===== src/rtl/dest_reg_tracker_pkg.sv =====
// Shared types and constants for tracking destination registers through the EX, MEM and WB stages.
// Holds the stage record, the forwarding-select encodings and the producer-match helper.
package dest_reg_tracker_pkg;

    localparam int ADDR_W = 5;

    localparam logic [1:0] FWD_RF  = 2'd0;
    localparam logic [1:0] FWD_EX  = 2'd1;
    localparam logic [1:0] FWD_MEM = 2'd2;
    localparam logic [1:0] FWD_WB  = 2'd3;

    typedef struct packed {
        logic              valid;
        logic [ADDR_W-1:0] rd;
        logic              we;
        logic              is_load;
    } stage_t;

    // r0 is hardwired to zero in the register file, so it never needs forwarding.
    function automatic logic producer_match(input stage_t s, input logic [ADDR_W-1:0] r,
                                            input logic used);
        return s.valid && s.we && (s.rd == r) && (r != '0) && used;
    endfunction

endpackage


===== src/rtl/dest_reg_tracker_fwd_select.sv =====
// Selects the forwarding source for one ALU operand, with the nearest producer taking priority.
// Latency: purely combinational. Backpressure: none; the load-hazard flag feeds the stall logic in the parent.
module fwd_select
    import dest_reg_tracker_pkg::*;
(
    input  logic [ADDR_W-1:0] src,
    input  logic              used,
    input  stage_t            ex,
    input  stage_t            mem,
    input  stage_t            wb,
    output logic [1:0]        fwd,
    output logic              load_hazard
);

    logic hit_ex;
    logic hit_mem;
    logic hit_wb;

    assign hit_ex  = producer_match(ex,  src, used);
    assign hit_mem = producer_match(mem, src, used);
    assign hit_wb  = producer_match(wb,  src, used);

    always_comb begin
        fwd = FWD_RF;
        if (hit_ex) begin
            fwd = FWD_EX;
        end else if (hit_mem) begin
            fwd = FWD_MEM;
        end else if (hit_wb) begin
            fwd = FWD_WB;
        end
    end

    // A load in EX has no data yet, so it can only be bridged by a bubble.
    assign load_hazard = hit_ex & ex.is_load;

endmodule


===== src/rtl/dest_reg_tracker.sv =====
// Tracks in-flight destination registers and drives the load-use stall, the operand forwarding selects and a stall counter.
// Latency: STALL and FWD are combinational from the stage records. Backpressure: STALL holds decode and inserts a bubble into EX.
module dest_reg_tracker #(
    parameter int ADDR_W = 5,
    parameter int CNT_W  = 16
) (
    input  logic              CLK,
    input  logic              RESET,
    input  logic              ID_VALID,
    input  logic [ADDR_W-1:0] ID_RD,
    input  logic              ID_WE,
    input  logic              ID_IS_LOAD,
    input  logic [ADDR_W-1:0] RS1,
    input  logic [ADDR_W-1:0] RS2,
    input  logic              RS1_USED,
    input  logic              RS2_USED,
    input  logic              FLUSH,
    output logic              STALL,
    output logic [1:0]        FWD_A,
    output logic [1:0]        FWD_B,
    output logic [ADDR_W-1:0] WB_RD,
    output logic              WB_WE,
    output logic [CNT_W-1:0]  STALL_CNT
);

    import dest_reg_tracker_pkg::*;

    stage_t            ex_q;
    stage_t            mem_q;
    stage_t            wb_q;
    logic [CNT_W-1:0]  stall_cnt_q;
    logic              haz_a;
    logic              haz_b;

    fwd_select u_fwd_a (
        .src         (RS1),
        .used        (RS1_USED),
        .ex          (ex_q),
        .mem         (mem_q),
        .wb          (wb_q),
        .fwd         (FWD_A),
        .load_hazard (haz_a)
    );

    fwd_select u_fwd_b (
        .src         (RS2),
        .used        (RS2_USED),
        .ex          (ex_q),
        .mem         (mem_q),
        .wb          (wb_q),
        .fwd         (FWD_B),
        .load_hazard (haz_b)
    );

    assign STALL = haz_a | haz_b;

    always_ff @(posedge CLK or posedge RESET) begin
        if (RESET) begin
            ex_q  <= '0;
            mem_q <= '0;
            wb_q  <= '0;
        end else begin
            wb_q  <= mem_q;
            mem_q <= ex_q;
            // A flushed or stalled decode slot enters EX as a bubble; older stages are unaffected.
            if (STALL || FLUSH || !ID_VALID) begin
                ex_q <= '0;
            end else begin
                ex_q <= '{valid: 1'b1, rd: ID_RD, we: ID_WE, is_load: ID_IS_LOAD};
            end
        end
    end

    always_ff @(posedge CLK or posedge RESET) begin
        if (RESET) begin
            stall_cnt_q <= '0;
        end else if (STALL && (stall_cnt_q != {CNT_W{1'b1}})) begin
            stall_cnt_q <= stall_cnt_q + {{(CNT_W-1){1'b0}}, 1'b1};
        end
    end

    assign STALL_CNT = stall_cnt_q;
    assign WB_RD     = wb_q.rd;
    assign WB_WE     = wb_q.valid & wb_q.we;

endmodule


===== config.mk =====
export PLATFORM = sky130hd
export DESIGN_NAME = dest_reg_tracker
export DESIGN_NICKNAME = d
export VERILOG_FILES = /design/src/rtl/dest_reg_tracker_pkg.sv /design/src/rtl/dest_reg_tracker_fwd_select.sv /design/src/rtl/dest_reg_tracker.sv
export SDC_FILE = /design/constraint.sdc
export NUM_CORES = 1
export LEC_CHECK = 0
export CAP_MARGIN = 20
export CORE_MARGIN = 1.5
export CORE_UTILIZATION = 40
export CTS_BUF_LIST = sky130_fd_sc_hd__clkbuf_4
export CTS_CLUSTER_DIAMETER = 150
export DETAILED_ROUTE_END_ITERATION = 16
export GPL_TIMING_DRIVEN = 0
export PLACE_DENSITY = 0.68
export SLEW_MARGIN = 40
export SYNTH_ARGS = -nofsm -noshare
export SYNTH_HDL_FRONTEND = slang
export SYNTH_SLANG_ARGS = --single-unit

===== constraint.sdc =====
create_clock -name CLK -period 2.7 [get_ports CLK]
set_input_delay 0.405 -clock CLK [delete_from_list [all_inputs] [get_ports CLK]]
set_output_delay 0.405 -clock CLK [all_outputs]
set_load 0.01 [all_outputs]

==> flow_summary.ini, run 1 <==
[sta]
hold_viol_final = 0
slew_viol_final = 0
worst_slack_ns = 0.1589
fmax_mhz = 393.5
slew_headroom_pct = 56.81
setup_viol = 0
final.period_utilization_pct = 94.12
skew_ns = 0.01289
fin_setup_tns_ns = 0
rsz0062_at_grt = false
min_period_ns = 2.541
worstMarginPinSlew_ns = 0.6470

[job]
maxCapViolations = 0

[placement]
place.port_buffers = 49
routabilityCongestion = 0.8564
place_inst = 261
place_area_sq_um = 2414
dp_hpwl_mm = 3.030
dpl_worst_slack_ns = -0.4459

[critical_path]
critPathMaxFanout = 5
crit_arrival_ns = 2.14
critPathKind = in -> out
end_kind = output port
cp-start-kind = primary input
crit_required_ns = 2.30

[global_routing]
grt_pass1_wl_mm = 6.879
grt_pass1_vias = 1384
grt_max_degree = 39
grt.overflow.total = 0
grt_antenna_before_repair = 0
grt_util_all_layers_pct = 17.65

[route]
postRouteAntennaNets = 0
via_count = 1402
drt_iter0_markers = 85
routed_wl_mm = 4.081
drt_first_pass_iters = 4
wl_per_cell_microns = 14.89
drcViolationCount = 0
viasPerCell = 5.117

[floorplanning]
die_h_microns = 71.16
fp.dieW_microns = 71.16
die_area_sq_um = 5063
coreArea_sq_um = 4414
num_io_pins = 50
rows = 24
initial_core_util_pct = 42.09

[clock_network]
cts-buffers-inserted = 5
cts-root-buf = clkbuf_4
insertion_delay_ns = 0.35
cts.clk_slew.worst_paths_ns = 0.12
clock-sinks = 38
htreeDepth = 2
cts_buffer_depth = 2
cts_tree = built
postCtsHoldBufs = 0

[layout]
area_growth_pct = 36.84
fillCellCount = 371
nets = 245
drive_gt1_share_pct = 12.16
fin_cells = 274
final_cell_mix = 38 x dfrtp_1, 38 x xnor2_1, 34 x clkdlybuf4s50_1, 15 x dlygate4sd2_1, 13 x nand4_1
register_area_sq_um = 950.9
antenna_cells = 0
fin_area_sq_um = 2542
multi_input_area_sq_um = 854.6

[synth]
synth_cells = 160
syn-num-nets = 184
ys_types = 27
ys_warn_count = 0
synth_area_per_cell_sq_um = 11.61
synth_area_sq_um = 1858
synth_seq_cells = 38
ys_seq_area_share_pct = 51.18

[hold_path]
min_path_type = reg -> reg

[pwr]
finalPower_w = 0.001185
p_per_area_nw_per_um2 = 466.3
ir_worst_vdd_v = 0.0003205
p_leak_nw = 1.108

[status]
status = finished, final reports clean
-- cells by family (layout without fill, tap and decap cells) --
logic type	count (synthesis)	after routing	share of synthesized area, %
mux	1	1	0.6060
simple gates	58	58	19.53
buf+inv	9	71	3.232
xor+xnor	45	45	21.21
compound gates	8	8	3.569
flops	38	38	51.18
fa+ha+maj	1	1	0.6733
-- critical path, cell delays in order --
cell and delay [ns]:
dlygate4sd2_1 0.32, or4_1 0.54, o21ai_2 0.19, or4_4 0.21, a21boi_0 0.18, dlygate4sd2_1 0.29
-- state kept, by name, indices dropped and copies added, names as in the netlist --
register and cells:
WB_RD 5, wb_q 2, mem_q 7, ex_q 8, STALL_CNT 16
-- synthesized netlist by cell type --
library cell / count / share of area (%)
o21ai_0: 1 / 0.27
dfrtp_1: 38 / 51
nand2b_1: 2 / 0.67
buf_6: 1 / 0.61
and3_1: 4 / 1.3
nor3b_4: 1 / 1.0
nand3_1: 8 / 2.2
nor2_1: 1 / 0.20
and2_1: 8 / 2.7
nor3_1: 1 / 0.27
a21boi_0: 2 / 0.81
a21oi_2: 1 / 0.47
nor3b_1: 1 / 0.40
o21ai_1: 2 / 0.54
and4_1: 2 / 0.94
mux2_2: 1 / 0.61
nand4_1: 13 / 4.4
ha_1: 1 / 0.67
or4_4: 2 / 1.2
xnor2_1: 38 / 18
nand2_1: 9 / 1.8
o41ai_1: 1 / 0.47
inv_1: 3 / 0.61
a21boi_4: 1 / 1.0
xor2_1: 7 / 3.3
buf_4: 5 / 2.0
or4_1: 6 / 2.4
-- routing by layer --
layer | up-vias | global-route usage (%) | share of wire (%)
met3 | 5 | 4.843 | 5.2
met4 | 0 | 7.966 | 1.6
li1 | 672 | - | -
met5 | - | 0 | 0
met1 | 685 | 23.94 | 45
met2 | 40 | 26.44 | 48
-- stage by stage --
step                      util [%]  hold slack [ns]
after CTS                    57.57           0.3965
after detailed placement     54.68           0.3616
after global placement       54.68           0.3618
after floorplan                  -           0.3535
after global routing         57.60           0.4023
final                        57.60           0.3962
-- where the power goes --
group	internal (W)	total (W)	switching, W
Sequential	0.000582	0.000595	0.0000124
Combinational	0.0000644	0.000114	0.0000495
Clock	0.000285	0.000477	0.000192
-- final cells by class --
| class | instances | share of cell area, % |
|---|---|---|
| clock buffers | 5 | 1.476 |
| clock inverters | 3 | 2.510 |
| multi-input cells | 113 | 33.61 |
| flip-flops and latches | 38 | 37.40 |
| inverters | 3 | 0.4921 |
| repair buffers | 54 | 20.03 |
| well taps | 52 | 2.559 |
| plain buffers | 6 | 1.919 |
-- what timing repair did --
item,CTS,global route
resized for setup,17,1
pin swaps,1,0
hold endpoints to repair,0,0
setup endpoints to repair,5,1
buffers inserted,5,0
-- worst paths after layout --
path                          from       endpoint  slack [ns]  depth (start not counted)
max reg2reg                ex_q[2]   STALL_CNT[3]        0.62                          7
min in group asynchronous    RESET  STALL_CNT[10]        0.43                          2
min reg2reg                ex_q[7]       mem_q[7]        0.40                          0
max                         RS1[2]       FWD_A[1]        0.16                          6
min                        ex_q[7]       mem_q[7]        0.40                          0
max in group asynchronous    RESET   STALL_CNT[1]        1.86                          2
Power figures use the tool's default switching activity.
==> inputs of run 2 (changes only) <==
- CORE_UTILIZATION: 40 -> 50
- PLACE_DENSITY: 0.68 -> 0.82
- SETUP_SLACK_MARGIN: not set -> 0.5
==> run 2 against run 1 <==
- count of clock-buffer cells in the layout rose by 1
- non-clock buffer count is 9 higher
- clock power fell by 38%
- worst hold slack lost 0.022 ns
- register-to-register slack got worse by 0.13 ns
- global-route usage grew 6.5 points
- critical path depth shrank 1
- sequential share of layout area decreased by 2.1 points
==> flow_summary.ini, run 2 (same netlist as run 1, synthesis figures left out) <==
[status]
status = finished, final reports clean

[layout]
fin_cells = 277
area_growth_pct = 45.05
final_common_cell = dfrtp_1
fillCellCount = 209
utilization_pct = 78.30
final_cell_mix = 37 x dfrtp_1, 34 x clkdlybuf4s50_1, 32 x xnor2_1, 15 x buf_4, 13 x nand4_1
antenna_cells = 0
drive_gt1_share_pct = 28.14
largest_register_ffs = 16
nets = 254

[global_routing]
use_met1_pct = 28.47
grt_max_degree = 39
grt.overflow.total = 0
met2_usage_pct = 42.97
grt_util_all_layers_pct = 24.15
grt_pass1_vias = 1554
busiest_layer = met2
grt_antenna_before_repair = 0
grt_pass1_wl_mm = 7.445
gr-usage-met3_pct = 6.162

[placement]
place_inst = 255
dp_hpwl_mm = 3.007
routabilityCongestion = 0.8409
place.port_buffers = 49

[pwr]
p_per_area_nw_per_um2 = 382.9
p_leak_nw = 1.192
finalPower_w = 0.001032
ir_worst_vdd_v = 0.0002880

[floorplanning]
initial_core_util_pct = 53.98
die_h_microns = 63.96
num_io_pins = 50
rows = 21
coreArea_sq_um = 3442
die_area_sq_um = 4091
fp.dieW_microns = 63.96

[job]
maxCapViolations = 0

[critical_path]
slowest_stage = or4_4
r2r_start = ex_q[5]
critPathKind = reg -> out
end_kind = output port
ff2ff_setup_slack_ns = 0.49
crit_required_ns = 2.30
critPathBufInv = 1
cp-start-kind = flip-flop
reg2reg_depth = 8
path_cells = xnor2_1 -> nand4_1 -> or4_4 -> a21boi_2 -> buf_2
crit_arrival_ns = 2.01
r2r_end = STALL_CNT[6]
cp_num_cells = 5
path_delay_family = simple AND/OR/NAND/NOR gates
cp_slowest_stage_delay_ns = 0.53
critPathMaxFanout = 3

[route]
postRouteAntennaNets = 0
viasPerCell = 5.466
via_count = 1514
drt_first_pass_iters = 4
wl_per_cell_microns = 17.62
routed_wl_mm = 4.881
drt_iter0_markers = 79
drcViolationCount = 0

[sta]
fin_worst_hold_slack_ns = 0.3739
skew_ns = 0.02617
fmax_mhz = 414.5
worstMarginPinSlew_ns = 0.6496
final.period_utilization_pct = 89.36
min_period_ns = 2.413
setup_viol = 0
hold_viol_final = 0
rsz0062_at_grt = true
slew_viol_final = 0
slew_headroom_pct = 56.64

[clock_network]
cts_tree = built
htreeDepth = 2
postCtsHoldBufs = 0
clock-sinks = 38
insertion_delay_ns = 0.36
cts-buffers-inserted = 5
cts.clk_slew.worst_paths_ns = 0.13
cts_buffer_depth = 2
cts-root-buf = clkbuf_4

[hold_path]
hold_start = mem_q[1]
min_path_type = reg -> reg
hold_path_end = wb_q[1]
min_path_cells = 0
run 2: cell count changes in the layout (fill, tap and decap cells not counted), moves of 2 or more:
cell             previous run  this run
nand2b_1                    2         0
xnor2_2                     0         6
buf_4                      10        15
nand2b_4                    0         2
dlygate4sd2_1              15         3
or4_1                       6         0
buf_2                       0         3
o21ai_4                     0         2
clkdlybuf4s15_2             0         5
xnor2_1                    38        32
or4_4                       2         8
buf_6                       1         7
o21ai_2                     2         0
bufinv_16                   2         0
run 2: worst register-to-register path: cells and delay by family (launching register included):
family                    cells  cell delay, ns
and+or+nand+nor               3            0.80
DFF                           1            0.44
buffers and inverters         2            0.34
xor gates and xnor gates      2            0.31
AOI/OAI and AO/OA             1            0.22
run 2: worst max path at each step:
stage             start       end  slack (ns)
2_1_floorplan    RS1[1]  FWD_A[1]        0.72
3_3_place_gp     RS2[2]     STALL       -0.38
3_5_place_dp     RS2[2]  FWD_B[1]       -0.46
4_1_cts         ex_q[5]  FWD_B[1]        0.33
5_1_grt          RS2[4]     STALL        0.26
6_report       mem_q[6]  FWD_A[1]        0.29
run 2: final cells by class:
class                      instances  area (sq um)  share of cell area, %
buffer                             6         48.80                  1.811
clock buffer                       6         45.04                  1.671
clock inverter                     2         8.758                 0.3250
inverter                           3         12.51                 0.4643
multi-input combinational        113         974.7                  36.17
sequential                        38         952.2                  35.33
tap                               46         57.56                  2.136
timing repair buffer              63         595.6                  22.10
run 2: routing by layer:
| layer | vias up | wire [microns] |
|---|---|---|
| met3 | 9 | 247 |
| met2 | 56 | 2612 |
| li1 | 692 | - |
| met4 | 0 | 66 |
| met1 | 757 | 1954 |
| met5 | - | 0 |
run 2: power by group:
group / total (W) / internal (W) / switching, W
clock network: 0.000298 / 0.000108 / 0.000190
logic: 0.000138 / 0.0000777 / 0.0000607
registers: 0.000596 / 0.000582 / 0.0000134
total: 0.00103 / 0.000768 / 0.000264
run 2: through the flow:
stage	setup TNS [ns]	setup WS [ns]	instance area (sq um)
global placement	-1.604	-0.3779	2406
floorplan	0	0.7170	1858
global route	0	0.2589	2695
finish	0	0.2874	2695
CTS	0	0.3335	2634
detailed placement	-1.887	-0.4592	2406
run 2: what timing repair did:
action,in CTS,in global routing
pin swaps,22,4
setup buffers,12,2
endpoints found under the setup margin,22,12
gates resized for setup,64,11
